--- src/rtl/vsync_generator.sv ---
// -----------------------------------------------------------------------------
// vsync_generator
//
// Vertical timing stage fed by the frame-cycle counter. It turns the 20-bit
// frame-cycle count into registered vertical video signals: line index,
// active-low vertical sync, vertical active window and a once-per-frame start
// pulse. The block stays unlocked (outputs at reset values) until a count of 0
// is seen, then tracks lines with its own sub-line cycle counter.
//
// Optional feature macro: VSYNC_CHECK_EN
//   defined   -> count-discontinuity checker compiled in, SyncErr is sticky
//   undefined -> checker absent, SyncErr tied to 0
//
// Ports:
//   Clk          in   1   system clock (only clock)
//   Reset        in   1   synchronous, active-high reset
//   cntVertical  in  20   frame-cycle count from the upstream counter
//   Linea        out 10   current line index, 0..LINES_TOTAL-1
//   VSync        out  1   vertical sync, active low
//   vActive      out  1   high during visible lines
//   FrameStart   out  1   one-cycle pulse the cycle after count 0 is sampled
//   SyncErr      out  1   sticky count-discontinuity flag
// -----------------------------------------------------------------------------
`timescale 1ns/1ps

module vsync_generator #(
  parameter int CLKS_PER_LINE = 1600,
  parameter int LINES_ACTIVE  = 480,
  parameter int LINES_FP      = 10,
  parameter int LINES_SYNC    = 2,
  parameter int LINES_BP      = 33
) (
  input  logic        Clk,
  input  logic        Reset,
  input  logic [19:0] cntVertical,
  output logic [9:0]  Linea,
  output logic        VSync,
  output logic        vActive,
  output logic        FrameStart,
  output logic        SyncErr
);

  localparam int LINES_TOTAL = LINES_ACTIVE + LINES_FP + LINES_SYNC + LINES_BP;
  localparam int SUB_W       = (CLKS_PER_LINE > 1) ? $clog2(CLKS_PER_LINE) : 1;

  localparam logic [SUB_W-1:0] SUB_LAST   = SUB_W'(CLKS_PER_LINE - 1);
  localparam logic [9:0]       LINE_LAST  = 10'(LINES_TOTAL - 1);
  localparam logic [9:0]       LINE_FRONT = 10'(LINES_ACTIVE);
  localparam logic [9:0]       LINE_SYNC  = 10'(LINES_ACTIVE + LINES_FP);
  localparam logic [9:0]       LINE_BACK  = 10'(LINES_ACTIVE + LINES_FP + LINES_SYNC);

  typedef enum logic [1:0] {
    ST_ACTIVE,
    ST_FRONT,
    ST_SYNC,
    ST_BACK
  } region_e;

  region_e          r_state;
  logic [SUB_W-1:0] r_sub;
  logic [9:0]       r_linea;
  logic             r_locked;
  logic             r_vsync;
  logic             r_vactive;
  logic             r_frame_start;

  logic             w_resync;
  logic             w_line_end;
  logic             w_line_sat;
  logic [9:0]       w_linea_nxt;

  assign w_resync    = (cntVertical == 20'd0);
  assign w_line_end  = (r_sub == SUB_LAST);
  // The upstream counter has one state more than a whole number of lines, so
  // the last line absorbs the extra cycle by holding at its final sub count.
  assign w_line_sat  = (r_linea == LINE_LAST);
  assign w_linea_nxt = r_linea + 10'd1;

  // Line tracking and region FSM. Decoded outputs are registered from the
  // state being entered, so they line up with Linea.
  always_ff @(posedge Clk) begin
    if (Reset) begin
      // NOTE: non-blocking assignments make every register update from the
      // values present before the edge, independent of statement order.
      r_state       <= ST_ACTIVE;
      r_sub         <= '0;
      r_linea       <= '0;
      r_locked      <= 1'b0;
      r_vsync       <= 1'b1;
      r_vactive     <= 1'b0;
      r_frame_start <= 1'b0;
    end else if (w_resync) begin
      // Count 0 locks the block and restarts the frame from any state.
      r_state       <= ST_ACTIVE;
      r_sub         <= '0;
      r_linea       <= '0;
      r_locked      <= 1'b1;
      r_vsync       <= 1'b1;
      r_vactive     <= 1'b1;
      r_frame_start <= 1'b1;
    end else if (r_locked) begin
      r_frame_start <= 1'b0;
      if (!w_line_end) begin
        r_sub <= r_sub + SUB_W'(1);
      end else if (!w_line_sat) begin
        r_sub   <= '0;
        r_linea <= w_linea_nxt;
        case (r_state)
          ST_ACTIVE: if (w_linea_nxt == LINE_FRONT) begin
            r_state   <= ST_FRONT;
            r_vactive <= 1'b0;
          end
          ST_FRONT: if (w_linea_nxt == LINE_SYNC) begin
            r_state <= ST_SYNC;
            r_vsync <= 1'b0;
          end
          ST_SYNC: if (w_linea_nxt == LINE_BACK) begin
            r_state <= ST_BACK;
            r_vsync <= 1'b1;
          end
          default: begin
            // Back porch runs until the next resync.
          end
        endcase
      end
    end
  end

  assign Linea      = r_linea;
  assign VSync      = r_vsync;
  assign vActive    = r_vactive;
  assign FrameStart = r_frame_start;

`ifdef VSYNC_CHECK_EN
  logic [19:0] r_prev;
  logic        r_sync_err;

  // A locked stream must either step by one or restart at 0; anything else
  // latches the error until Reset. The check uses the lock state from before
  // this sample, so the locking 0 itself is never compared.
  always_ff @(posedge Clk) begin
    if (Reset) begin
      r_prev     <= '0;
      r_sync_err <= 1'b0;
    end else begin
      r_prev <= cntVertical;
      if (r_locked && !w_resync && (cntVertical != r_prev + 20'd1)) begin
        r_sync_err <= 1'b1;
      end
    end
  end

  assign SyncErr = r_sync_err;
`else
  assign SyncErr = 1'b0;
`endif

endmodule

--- config.mk ---
export PLATFORM = sky130hd
export DESIGN_NAME = vsync_generator
export DESIGN_NICKNAME = d
export VERILOG_FILES = /design/src/rtl/vsync_generator.sv
export SDC_FILE = /design/constraint.sdc
export NUM_CORES = 1
export LEC_CHECK = 0
export ABC_AREA = 1
export ABC_CLOCK_PERIOD_IN_PS = 2400
export BUFFER_PORTS_ARGS = -buffer_cell sky130_fd_sc_hd__buf_2
export CAP_MARGIN = 20
export CORE_MARGIN = 2
export CORE_UTILIZATION = 55
export CTS_BUF_LIST = sky130_fd_sc_hd__clkbuf_2 sky130_fd_sc_hd__clkbuf_4 sky130_fd_sc_hd__clkbuf_8
export DETAILED_ROUTE_END_ITERATION = 8
export GPL_TIMING_DRIVEN = 0
export PLACE_DENSITY = 0.88
export SETUP_SLACK_MARGIN = 0.3
export SLEW_MARGIN = 20
export SYNTH_ARGS = -nofsm -noshare
export SYNTH_HDL_FRONTEND = slang
export SYNTH_SLANG_ARGS = --single-unit
--- constraint.sdc ---
create_clock -name Clk -period 2.4 [get_ports Clk]
set_input_delay 0.24 -clock Clk [delete_from_list [all_inputs] [get_ports Clk]]
set_output_delay 0.24 -clock Clk [all_outputs]
set_load 0.03 [all_outputs]
* Yosys cells after proc, flatten, opt, wreduce, memory -nomap -nowiden
Cells that the tools add are included.
W data, S select, Z words.
** Storage, ports and cells
- Flip-flop bits (word level) :: 27
- Output and inout bits :: 14
- Word-level logic and storage cells :: 53
** Cells by class
- Add/subtract/negate cells :: 2
- Equality and inequality tests :: 12
- Muxes and demuxes :: 17
- Bitwise logic cells :: 1
- Reduce and logical (&&, ||, !) cells :: 14
** Operators with widths (number)
- $eq A10 B9 Y1 const B :: 3
- $mux W11 :: 2
- $logic_not A20 Y1 :: 1
- $add A11 B1 Y11 const B :: 1
- $eq A11 B11 Y1 const B :: 1
- $add A10 B1 Y10 const B :: 1
- $eq A10 B10 Y1 const B :: 1
- $mux W1 :: 10
- $ne A2 B2 Y1 const B :: 5
- $reduce_bool A2 Y1 :: 5
- $reduce_and A7 Y1 :: 1
- $mux W2 :: 3
- $pmux W2 S3 :: 1
- $reduce_and A6 Y1 :: 1
- $reduce_and A5 Y1 :: 1
- $reduce_and A3 Y1 :: 1
- $reduce_bool A3 Y1 :: 1
- $eq A2 B1 Y1 const B :: 1
- $eq A2 B2 Y1 const B :: 1
- $logic_not A2 Y1 :: 1
- $pmux W1 S2 :: 1
- $reduce_and A2 Y1 :: 1
- $reduce_or A2 Y1 :: 1
- $not A1 Y1 :: 1

* Depth between registers and ports, before layout
Gate-level depths: netlist of run 1.
- Word-level depth :: 8
- Depth in mapped cells :: 14
- Gate-level depth less buffers :: 14

* Worst setup path after synthesis of run 1
No wires, ideal clock.
- Path type :: reg2reg
- Start :: register r_linea[0] (netlist: Linea[0])
- End :: register r_vsync (netlist: VSync)
- Arrival :: 1.874 ns
- Data required time :: 2.278 ns
- Slack :: 0.404 ns
- Cell stages (with the launch flop) :: 14
- Buffers on the path :: 0
- Clock period less this slack :: 1.996 ns
- Cell sequence :: dfxtp_1 ha_1 inv_1 or2_2 nand2_1 inv_1 o21ai_0 o21ai_0 inv_1 nand2_2 inv_2 nand2_1 nand2_1 nand3_1
** On the way
- Word-level cells in the longest chain between the ends :: 4
- Elaborated cells between the ends (all ways) :: 8
- Those cells by class :: 1 x add/sub; 5 x eq/ne; 1 x bitwise; 1 x reduce/logical
** Ends and longest elaborated chain
- from (decl) :: line 61 : logic [9:0] r_linea;
- from (signal assigned) :: line 107 : r_linea <= w_linea_nxt;
- $add A10 B1 Y10 :: line 77 : assign w_linea_nxt = r_linea + 10'd1;
- $eq A10 B9 Y1 (on tied branches) :: line 117, 113
- $ne A2 B2 Y1 (no line)
- $reduce_and A6 Y1 (no line) *
- to (signal assigned) :: line 89 : r_vsync <= 1'b1;
- to (signal assigned) :: line 115 : r_vsync <= 1'b0;
- to (signal assigned) :: line 119 : r_vsync <= 1'b1;
- to (decl) :: line 63 : logic r_vsync;
Mark *: on every way between the ends. The rest lies on a longest branch, timed or not.
A chain may end at the register's enable or synchronous reset.

* Worst setup path in the final report of run 1
- Start :: register r_linea[0] (netlist: Linea[0])
- End :: register r_vsync (netlist: VSync)
** On the way
- Word-level cells in the longest chain between the ends :: 4
- Elaborated cells between the ends (all ways) :: 8
- Those cells by class :: 1 x add/sub; 5 x eq/ne; 1 x bitwise; 1 x reduce/logical
** Ends and longest elaborated chain
- $add A10 B1 Y10 * :: line 77
- net w_linea_nxt[0] :: line 70 : logic [9:0] w_linea_nxt;
- $eq A10 B9 Y1 (on tied branches) :: line 117, 113
- $ne A2 B2 Y1 (no line)
- $reduce_and A6 Y1 (no line) *
The timed path passes the listed nets; every way through them passes the cells marked *.

==> summary.log, run 1 <==
[worst_setup_path] Worst Setup Path Type flop to flop
[pwr] combinational share of power 0.051
[final_layout] layout cell share with drive strength beyond 1 0.221
[global_routing] gr usage total 0.219
[placement] final estimated routing congestion in global placement 0.875
[sta] final hold violation count 0
[routing] Routed Antenna Nets 0
[worst_setup_path] Crit path largest cell delay 450 ps
[worst_setup_path] Critical R2R Launch Linea[0]$_SDFFE_PP0P_
[worst_setup_path] data arrival time of the worst path 2130 ps
[worst_setup_path] buffer and inverter count on the worst path 2
[die] die footprint 3620 um^2
[pwr] Sequential Power Share 0.647
[sta] final setup TNS 0 ps
[clock_tree] setup bufs post-CTS 0
[pwr] switching component of the power 0.151 mW
[worst_hold_path] Worst Hold Path EP r_locked$_SDFFE_PP0P_
[global_routing] maximum number of pins on one net before global-route repair 15
[worst_hold_path] number of instances on the worst hold path 2
[clock_tree] maximum buffer depth of the clock tree 2
[final_layout] layout net count 332
[worst_setup_path] Critical Path Sink Type flop
[worst_setup_path] CP dominant cell by count nand2_1
[worst_setup_path] worst endpoint required time 2630 ps
[worst_setup_path] worst flop-to-flop path endpoint VSync$_SDFFE_PP1P_
[synthesis] mean post-synth cell area 6.65 um^2
[final_layout] antenna cells 0
[synthesis] synth warn 0
[routing] Initial DRC Count 95
[final_layout] count of filler cells inserted in the layout 263
[die] initial standard-cell utilization of the core 0.573
[worst_hold_path] Hold Crit Class input pin to flop
[clock_tree] Post-CTS Hold Fix Bufs 0
[worst_setup_path] slowest CP cell dfxtp_2
[sta] unrepaired setup endpoints after global routing no
[final_layout] fin cells 343
[worst_setup_path] cell chain of the critical path inv_1 -> ha_1 -> nand3_1 -> nor2_1 -> nand2_1 -> nand2_1 -> nor2_4 -> inv_2 -> nor2_1 -> nand2_1 -> nand2_1 -> nand3_1
[sta] minimum clock period 1910 ps
[clock_tree] Num CTS Buffers 3
[final_layout] most used cells in the layout excluding fill and tap cells nand2_1, inv_1, buf_2
[synthesis] Net Count, Synth 293
[sta] Max Transition Viols Final 0
[final_layout] Multi-input gate area 1030 um^2
[pwr] areal power density over the cells 347 nW/um^2
[pwr] leakage power total 0.826 nW
[worst_setup_path] Worst Setup Start Kind flop
[die] number of cell rows 20
[global_routing] initial antenna violation count 0
[pwr] Clk pwr share 0.302
[pwr] Pwr Total 0.693 mW
[global_routing] sum of overflow across all layers after global routing 0
[run_status] status finished, final reports clean
[routing] drt first pass iters 4
[synthesis] number of instances in the synthesized netlist 261
[routing] wire length after detailed routing 3640 um
[clock_tree] CTS clock-pin slew for the worst setup and hold paths 140 ps
[placement] post-DP HPWL 2840 um
[die] die extent in y 60.2 um
[pwr] Internal 0.542 mW
[final_layout] most common library cell in the layout ignoring fill and taps nand2_1
[clock_tree] later-pin clock latency in the skew report 330 ps
[placement] count of buffers from port buffering 34
[worst_setup_path] minimum setup slack among reg-to-reg paths 490 ps
[routing] post-DR wirelength/cell 10.6 um
[clock_tree] number of gates resized after CTS 0
[synthesis] netlist area before placement 1740 um^2
[pwr] Net Sw Frac 0.218
[final_layout] growth of design area from synthesis to finish 15.1%
[synthesis] sequential share of the synthesized area 0.311
[clock_tree] sink count of the clock tree 27
[sta] Fmax achieved 524 MHz
[global_routing] first-pass GRT wire length 6090 um
[routing] drc violations 0
[pwr] IR Drop Worst-Case VDD 0.210 mV
[job] max-cap violations 0
[global_routing] via count of the first global-routing pass 1,545
[sta] # setup viols final 0
[routing] vias after detailed routing 1,721
[die] die span in x 60.2 um
[clock_tree] TritonCTS clock tree built
[placement] placed insts 339
[worst_setup_path] number of cells on the worst reg-to-reg path 12
[sta] final clock period utilization by the worst path 0.794
[worst_setup_path] Max Fanout on Critical Path 10
[final_layout] Seq. cell area 542 um^2
[die] num ports 36
[sta] Clock Skew 5.82 ps
[synthesis] flip-flop and latch count after synthesis 27
[worst_hold_path] worst min-delay path startpoint Reset
[clock_tree] count of H-tree levels built during CTS 1
[clock_tree] CTS root buffer clkbuf_4
[worst_setup_path] cell class contributing the biggest share of worst-path delay simple AND/OR/NAND/NOR gates
[die] Core Area 3030 um^2
[synthesis] distinct cell type count of the synthesized netlist 31
[routing] via density per instance 5.02
## registers in the layout, indices dropped and copies added (netlist names)
| signal | flops |
|---|---|
| FrameStart | 1 |
| Linea | 10 |
| VSync | 1 |
| r_locked | 1 |
| r_state | 2 |
| r_sub | 11 |
| vActive | 1 |
## cell families after synthesis
| group | Yosys count | synth area share |
|---|---|---|
| xor gates and xnor gates | 3 | 0.0151 |
| buffers and inverters | 45 | 0.100 |
| and+or+nand+nor | 135 | 0.373 |
| AOI/OAI and AO/OA | 40 | 0.126 |
| other | 1 | 0.00216 |
| adders and majority gates | 10 | 0.0721 |
| DFF | 27 | 0.311 |
## synth_stat cells
| cell | n | share of area |
|---|---|---|
| nor2_4 | 2 | 0.013 |
| dfxtp_1 | 27 | 0.31 |
| nor3_2 | 2 | 0.012 |
| nand3_1 | 19 | 0.055 |
| xnor2_1 | 1 | 0.0050 |
| nor2_2 | 4 | 0.014 |
| o21a_1 | 2 | 0.0086 |
| nand3b_1 | 1 | 0.0043 |
| clkinv_1 | 1 | 0.0022 |
| inv_1 | 38 | 0.082 |
| buf_2 | 1 | 0.0029 |
| o21ai_1 | 1 | 0.0029 |
| o21ai_0 | 15 | 0.043 |
| nor3_1 | 6 | 0.017 |
| nor3b_1 | 1 | 0.0043 |
| nand4_1 | 4 | 0.014 |
| xor2_1 | 2 | 0.010 |
| nand3_2 | 3 | 0.017 |
| nand2_1 | 49 | 0.11 |
| o21ai_2 | 1 | 0.0050 |
| inv_2 | 4 | 0.0086 |
| buf_4 | 1 | 0.0043 |
| ha_1 | 10 | 0.072 |
| or2_2 | 2 | 0.0072 |
| nor4_1 | 5 | 0.018 |
| a21oi_1 | 17 | 0.049 |
| nand2_2 | 6 | 0.022 |
| nor2_1 | 30 | 0.065 |
| conb_1 | 1 | 0.0022 |
| and3_1 | 1 | 0.0036 |
| a211oi_1 | 4 | 0.017 |
## metrics by stage
stage               area [um^2]  utilization  hold WS (ps)  worst slack [ps]
floorplan                  1740            -           309               404
global placement           1960        0.648           435               420
detailed placement         1960        0.648           449               377
CTS                        1990        0.657          82.1               362
global route               2000        0.660          94.1               303
finish                     2000        0.660          84.2               493
## how the worst max path moves through the flow
stage                                from                     to  slack (ps)  depth (start not counted)
CTS                 Linea[0]$_SDFFE_PP0P_  Linea[1]$_SDFFE_PP0P_         360                         10
global route        Linea[1]$_SDFFE_PP0P_     VSync$_SDFFE_PP1P_         300                         13
detailed placement  Linea[0]$_SDFFE_PP0P_  Linea[1]$_SDFFE_PP0P_         380                         10
finish              Linea[0]$_SDFFE_PP0P_     VSync$_SDFFE_PP1P_         490                         12
global placement    Linea[0]$_SDFFE_PP0P_  Linea[9]$_SDFFE_PP0P_         420                         10
floorplan           Linea[0]$_SDFFE_PP0P_     VSync$_SDFFE_PP1P_         400                         13
## metal layers
layer / part of all wire / vias to the layer above / track usage
li1: - / 926 / -
met1: 0.48 / 751 / 0.263
met2: 0.47 / 40 / 0.390
met3: 0.043 / 4 / 0.0346
met4: 0.0096 / 0 / 0.0794
met5: 0 / - / 0
## power by group through the flow
stage               sequential (mW)  clock, mW  combinational, mW
floorplan                     0.458          0             0.0142
global placement              0.458          0             0.0343
detailed placement            0.458          0             0.0355
CTS                           0.448      0.218             0.0356
global route                  0.449      0.232             0.0393
finish                        0.448      0.209             0.0353
## area by class of cell
cell class	count	share of cell area
sequential	27	0.271
timing repair buffer	34	0.0852
clock buffer	4	0.0150
tap	44	0.0276
buffer	2	0.00627
multi-input combinational	189	0.514
inverter	43	0.0808
(Power assumes the default switching activity.)
==> run 2: changes to the inputs <==
- ABC_CLOCK_PERIOD_IN_PS: 2400 -> 1700
- CORE_UTILIZATION: 55 -> 51
- PLACE_DENSITY: 0.88 -> 0.86
- clock period: 2.4 -> 1.7 ns (I/O delays scaled with it)
==> summary.log, run 2 (same netlist as run 1, synthesis figures left out) <==
[worst_setup_path] buffer and inverter count on the worst path 1
[worst_setup_path] slowest CP cell dfxtp_4
[pwr] areal power density over the cells 370 nW/um^2
[clock_tree] maximum buffer depth of the clock tree 2
[clock_tree] count of H-tree levels built during CTS 1
[final_layout] Post-Route Utilization 0.814
[routing] wire length after detailed routing 6380 um
[die] num ports 36
[final_layout] flip-flop count of the largest register, all copies and words added 11
[sta] Max Transition Viols Final 0
[die] die span in x 62.3 um
[clock_tree] CTS root buffer clkbuf_4
[routing] drt first pass iters 5
[global_routing] initial antenna violation count 0
[clock_tree] sink count of the clock tree 27
[run_status] status complete, but fails checks
[routing] length of routed met3 wiring 652 um
[placement] pre-CTS setup slack -69.5 ps
[global_routing] sum of overflow across all layers after global routing 0
[routing] Routed met2 length 3120 um
[die] number of cell rows 21
[routing] post-DR wirelength/cell 16.9 um
[die] die footprint 3890 um^2
[die] Core Area 3310 um^2
[worst_setup_path] worst endpoint required time 1930 ps
[routing] M1 WL 2280 um
[final_layout] growth of design area from synthesis to finish 55.2%
[worst_setup_path] cell class contributing the biggest share of worst-path delay simple AND/OR/NAND/NOR gates
[worst_setup_path] cell count along the critical path 13
[worst_setup_path] cell chain of the critical path nand2_2 -> nor2_4 -> nand3_1 -> nand2_2 -> nand2_1 -> nor2_4 -> nand3_2 -> nand2_2 -> nand2_4 -> inv_4 -> nand2_1 -> nand2_1 -> nand3_1
[routing] top routing layer used met4
[job] max-cap violations 0
[sta] minimum clock period 1860 ps
[worst_setup_path] Worst Setup Path Type flop to flop
[final_layout] layout cell share with drive strength beyond 1 0.545
[routing] vias after detailed routing 2,178
[routing] drc violations 0
[clock_tree] later-pin clock latency in the skew report 330 ps
[final_layout] layout net count 365
[placement] count of buffers from port buffering 34
[die] initial standard-cell utilization of the core 0.524
[final_layout] antenna cells 0
[sta] crit path setup slack, layout -165 ps
[worst_setup_path] Critical Path Sink Type flop
[worst_setup_path] Max Fanout on Critical Path 5
[worst_setup_path] number of cells on the worst reg-to-reg path 13
[worst_hold_path] number of instances on the worst hold path 2
[clock_tree] CTS clock-pin slew for the worst setup and hold paths 160 ps
[pwr] IR Drop Worst-Case VDD 0.223 mV
[global_routing] maximum number of pins on one net before global-route repair 15
[worst_setup_path] data arrival time of the worst path 2100 ps
[worst_setup_path] Crit path largest cell delay 430 ps
[placement] final estimated routing congestion in global placement 0.884
[routing] via density per instance 5.76
[final_layout] most used cells in the layout excluding fill and tap cells buf_2, nand2_1, inv_1
[global_routing] first-pass GRT wire length 7780 um
[final_layout] most common library cell in the layout ignoring fill and taps buf_2
[placement] post-DP HPWL 3050 um
[sta] Fmax achieved 536 MHz
[run_status] violations in the final reports setup timing
[sta] # setup viols final 9
[worst_setup_path] Worst Setup Start Kind flop
[global_routing] gr usage total 0.245
[die] die extent in y 62.3 um
[worst_hold_path] Hold Crit Class input pin to flop
[routing] Initial DRC Count 218
[sta] Clock Skew 7.46 ps
[global_routing] via count of the first global-routing pass 1,823
[sta] unrepaired setup endpoints after global routing yes
[clock_tree] TritonCTS clock tree built
[clock_tree] Post-CTS Hold Fix Bufs 0
[sta] final hold violation count 0
[routing] Routed Antenna Nets 0
[final_layout] register name with the most flops r_sub
[pwr] leakage power total 1.16 nW
[sta] final clock period utilization by the worst path 1.10
[clock_tree] Num CTS Buffers 3
==> run 2: changes by cell type in the layout (fill, tap and decap cells not counted), moves of 7 or more <==
cell	delta
buf_4	+24
buf_6	+7
dfxtp_1	-17
dfxtp_2	+10
dfxtp_4	+7
inv_1	-12
nand2_1	-16
nand2_2	+10
nor2_1	-11
o21ai_0	-12
==> run 2: cell type report <==
cell class,instances,area (um^2)
Multi-Input combinational cell,189,1360
Fill cell,190,617
Sequential cell,27,581
Timing Repair Buffer,67,469
Inverter,43,181
Tap cell,46,57.6
Clock buffer,4,30.0
Buffer,2,12.5
==> run 2: worst paths after layout <==
| kind | start | end | slack [ps] |
|---|---|---|---|
| setup / recovery | Linea[1]$_SDFFE_PP0P_ | VSync$_SDFFE_PP1P_ | -160 |
| hold / removal | Reset | r_locked$_SDFFE_PP0P_ | 30 |
| setup reg to reg | Linea[1]$_SDFFE_PP0P_ | VSync$_SDFFE_PP1P_ | -160 |
| hold reg to reg | FrameStart$_SDFFE_PP0P_ | FrameStart$_SDFFE_PP0P_ | 480 |
==> run 2: layer usage <==
layer  up-vias  track usage
met4         0        0.108
met1       973        0.280
met5         -            0
met3        43       0.0399
met2       169        0.447
li1        993            -
==> run 2: metrics by stage <==
step	hold WS, ps	std cells	total power [mW]	setup TNS, ps	instance area [um^2]
final	34.7	378	0.996	-643	2690
after global routing	30.5	378	1.01	-1330	2690
after CTS	27.7	364	0.980	0	2380
after detailed placement	383	341	0.693	-368	2060
after global placement	378	341	0.692	-37.2	2060
after floorplan	239	261	0.663	0	1830
==> run 2: repair_timing <==
item | in CTS | in global routing
setup buffers | 19 | 14
pin swaps | 18 | 21
endpoints found under the setup margin | 25 | 25
resized for setup | 45 | 61
==> run 2: where the power goes <==
part           internal [mW]  leakage [nW]  switching [mW]
clock                  0.108        0.0184           0.212
combinational         0.0255         0.914          0.0293
sequential             0.621         0.229     0.000000256
total                  0.755          1.16           0.241
==> run 3: changes to the inputs <==
- BUFFER_PORTS_ARGS: -buffer_cell sky130_fd_sc_hd__buf_2 -> not set
- CORE_MARGIN: 2 -> not set
- CORE_UTILIZATION: 51 -> 55
- DONT_BUFFER_PORTS: not set -> 1
- PLACE_DENSITY: 0.86 -> 0.81
==> summary.log, run 3 (same netlist as run 1, synthesis figures left out) <==
[run_status] status complete, but fails checks
[run_status] violations in the final reports setup timing
[final_layout] growth of design area from synthesis to finish 34.7%
[final_layout] most common library cell in the layout ignoring fill and taps nand2_1
[worst_hold_path] Hold Crit Class input pin to flop
[die] Core Area 3030 um^2
[sta] unrepaired setup endpoints after global routing yes
[worst_setup_path] worst endpoint required time 2000 ps
[sta] final setup TNS -1350 ps
[final_layout] layout cell share with drive strength beyond 1 0.387
[global_routing] via count of the first global-routing pass 1,702
[die] number of cell rows 20
[worst_setup_path] Critical R2R Launch Linea[0]$_SDFFE_PP0P_
[routing] via density per instance 5.94
[global_routing] first-pass GRT wire length 7630 um
[clock_tree] CTS root buffer clkbuf_4
[routing] wire length after detailed routing 5660 um
[worst_setup_path] data arrival time of the worst path 2210 ps
[final_layout] antenna cells 0
[global_routing] maximum number of pins on one net before global-route repair 15
[clock_tree] Num CTS Buffers 3
[global_routing] sum of overflow across all layers after global routing 0
[sta] final clock period utilization by the worst path 1.12
[pwr] switching component of the power 0.242 mW
[sta] Max Transition Viols Final 0
[sta] crit path setup slack, layout -210 ps
[die] initial standard-cell utilization of the core 0.573
[die] die span in x 58.2 um
[routing] drc violations 0
[pwr] Clk pwr share 0.336
[pwr] Internal 0.740 mW
[worst_setup_path] endpoint of the most critical setup path r_state[1]$_SDFFE_PP0P_
[clock_tree] maximum buffer depth of the clock tree 2
[pwr] areal power density over the cells 420 nW/um^2
[final_layout] register name with the most flops r_sub
[die] die extent in y 58.2 um
[placement] post-DP HPWL 2890 um
[worst_setup_path] Worst Setup Path Type flop to flop
[clock_tree] later-pin clock latency in the skew report 350 ps
[job] max-cap violations 0
[pwr] combinational share of power 0.031
[routing] drt first pass iters 5
[clock_tree] CTS clock-pin slew for the worst setup and hold paths 160 ps
[clock_tree] count of H-tree levels built during CTS 1
[pwr] IR Drop Worst-Case VDD 0.364 mV
[final_layout] layout net count 320
[worst_hold_path] number of instances on the worst hold path 3
[routing] Initial DRC Count 100
[placement] final estimated routing congestion in global placement 0.900
[clock_tree] TritonCTS clock tree built
[worst_setup_path] number of cells on the worst reg-to-reg path 13
[routing] vias after detailed routing 1,966
[sta] final hold violation count 0
[worst_setup_path] Critical Path Sink Type flop
[final_layout] most used cells in the layout excluding fill and tap cells nand2_1, inv_1, nor2_1
[routing] post-DR wirelength/cell 17.1 um
[sta] # setup viols final 13
[worst_setup_path] Max Fanout on Critical Path 7
[final_layout] count of filler cells inserted in the layout 193
[pwr] leakage power total 0.905 nW
[worst_setup_path] minimum setup slack among reg-to-reg paths -210 ps
[worst_setup_path] Worst Setup Start Kind flop
[clock_tree] sink count of the clock tree 27
[pwr] Sequential Power Share 0.633
[worst_setup_path] beginning of the critical path Linea[0]$_SDFFE_PP0P_
[placement] count of buffers from port buffering 0
[die] die footprint 3380 um^2
[placement] pre-CTS setup slack -123 ps
[sta] minimum clock period 1910 ps
[worst_setup_path] worst flop-to-flop path endpoint r_state[1]$_SDFFE_PP0P_
[routing] Routed Antenna Nets 0
[final_layout] Post-Route Utilization 0.772
[die] num ports 36
[pwr] Net Sw Frac 0.247
[global_routing] initial antenna violation count 0
[global_routing] gr usage total 0.296
[final_layout] flip-flop count of the largest register, all copies and words added 11
[sta] Fmax achieved 524 MHz
[sta] Clock Skew 5.86 ps
[run 3: cell count changes in the layout (fill, tap and decap cells not counted), moves of 3 or more]
cell     change
dfxtp_2      -4
buf_4       -12
dfxtp_1      +4
nor2_1       +4
o21ai_2      -5
buf_2       -34
inv_1        +6
nor2_2       -3
o21ai_0      +6
inv_2        -5
[run 3: worst min-delay path by stage]
stage                          startpoint                       to  slack (ps)
after floorplan                     Reset  FrameStart$_SDFFE_PP0P_         240
after global placement              Reset     vActive$_SDFFE_PP0P_         240
after detailed placement            Reset    r_locked$_SDFFE_PP0P_         240
after CTS                 cntVertical[18]    r_locked$_SDFFE_PP0P_         100
after global routing      cntVertical[18]    r_locked$_SDFFE_PP0P_         140
final                     cntVertical[18]    r_locked$_SDFFE_PP0P_         110
[run 3: final cells by class]
class	instances	area (um^2)	area share
Tap cell	44	55.1	0.0236
Sequential cell	27	576	0.246
Clock buffer	4	30.0	0.0128
Timing Repair Buffer	22	195	0.0835
Buffer	2	12.5	0.00535
Inverter	43	179	0.0766
Multi-Input combinational cell	189	1290	0.552
[run 3: power by group through the flow]
stage                     Clock [mW]  Sequential (mW)  Combinational, mW
after floorplan                    0            0.643             0.0200
after global placement             0            0.643             0.0251
after detailed placement           0            0.643             0.0256
after CTS                      0.326            0.623             0.0292
after global routing           0.351            0.622             0.0344
final                          0.330            0.622             0.0306
[run 3: layer usage]
metal / vias to the layer above / track usage / wire length, um
met5: - / 0 / 0
met4: 0 / 0.180 / 363
met3: 45 / 0.0513 / 490
met2: 140 / 0.494 / 2740
met1: 886 / 0.354 / 2060
li1: 895 / - / -
[run 3: repair_timing]
action	in CTS	in global routing
pin swaps	18	11
endpoints found under the setup margin	25	25
gates resized for setup	39	33
buffers inserted	18	3
hold endpoints to repair	3	0
hold buffers	1	0
[run 3: per-stage QoR]
stage          hold WS, ps  total power, mW  instances  instance area [um^2]
6_report               112            0.982        331                  2340
5_1_grt                142             1.01        331                  2340
4_1_cts                101            0.978        328                  2190
3_5_place_dp           242            0.669        305                  1890
3_3_place_gp           240            0.668        305                  1890
2_1_floorplan          239            0.663        261                  1830
[run 3: critical path, cell delays in order (launching register included)]
cell and delay, ps:
dfxtp_4 500, ha_4 190, nand3_4 130, inv_4 90, nand2_2 50, nand2_2 80
nand3_2 90, nor2_4 160, nand3_2 80, nand2_2 110, nand2_4 70, nor2_4 110
nor2_1 40, nor2_1 130
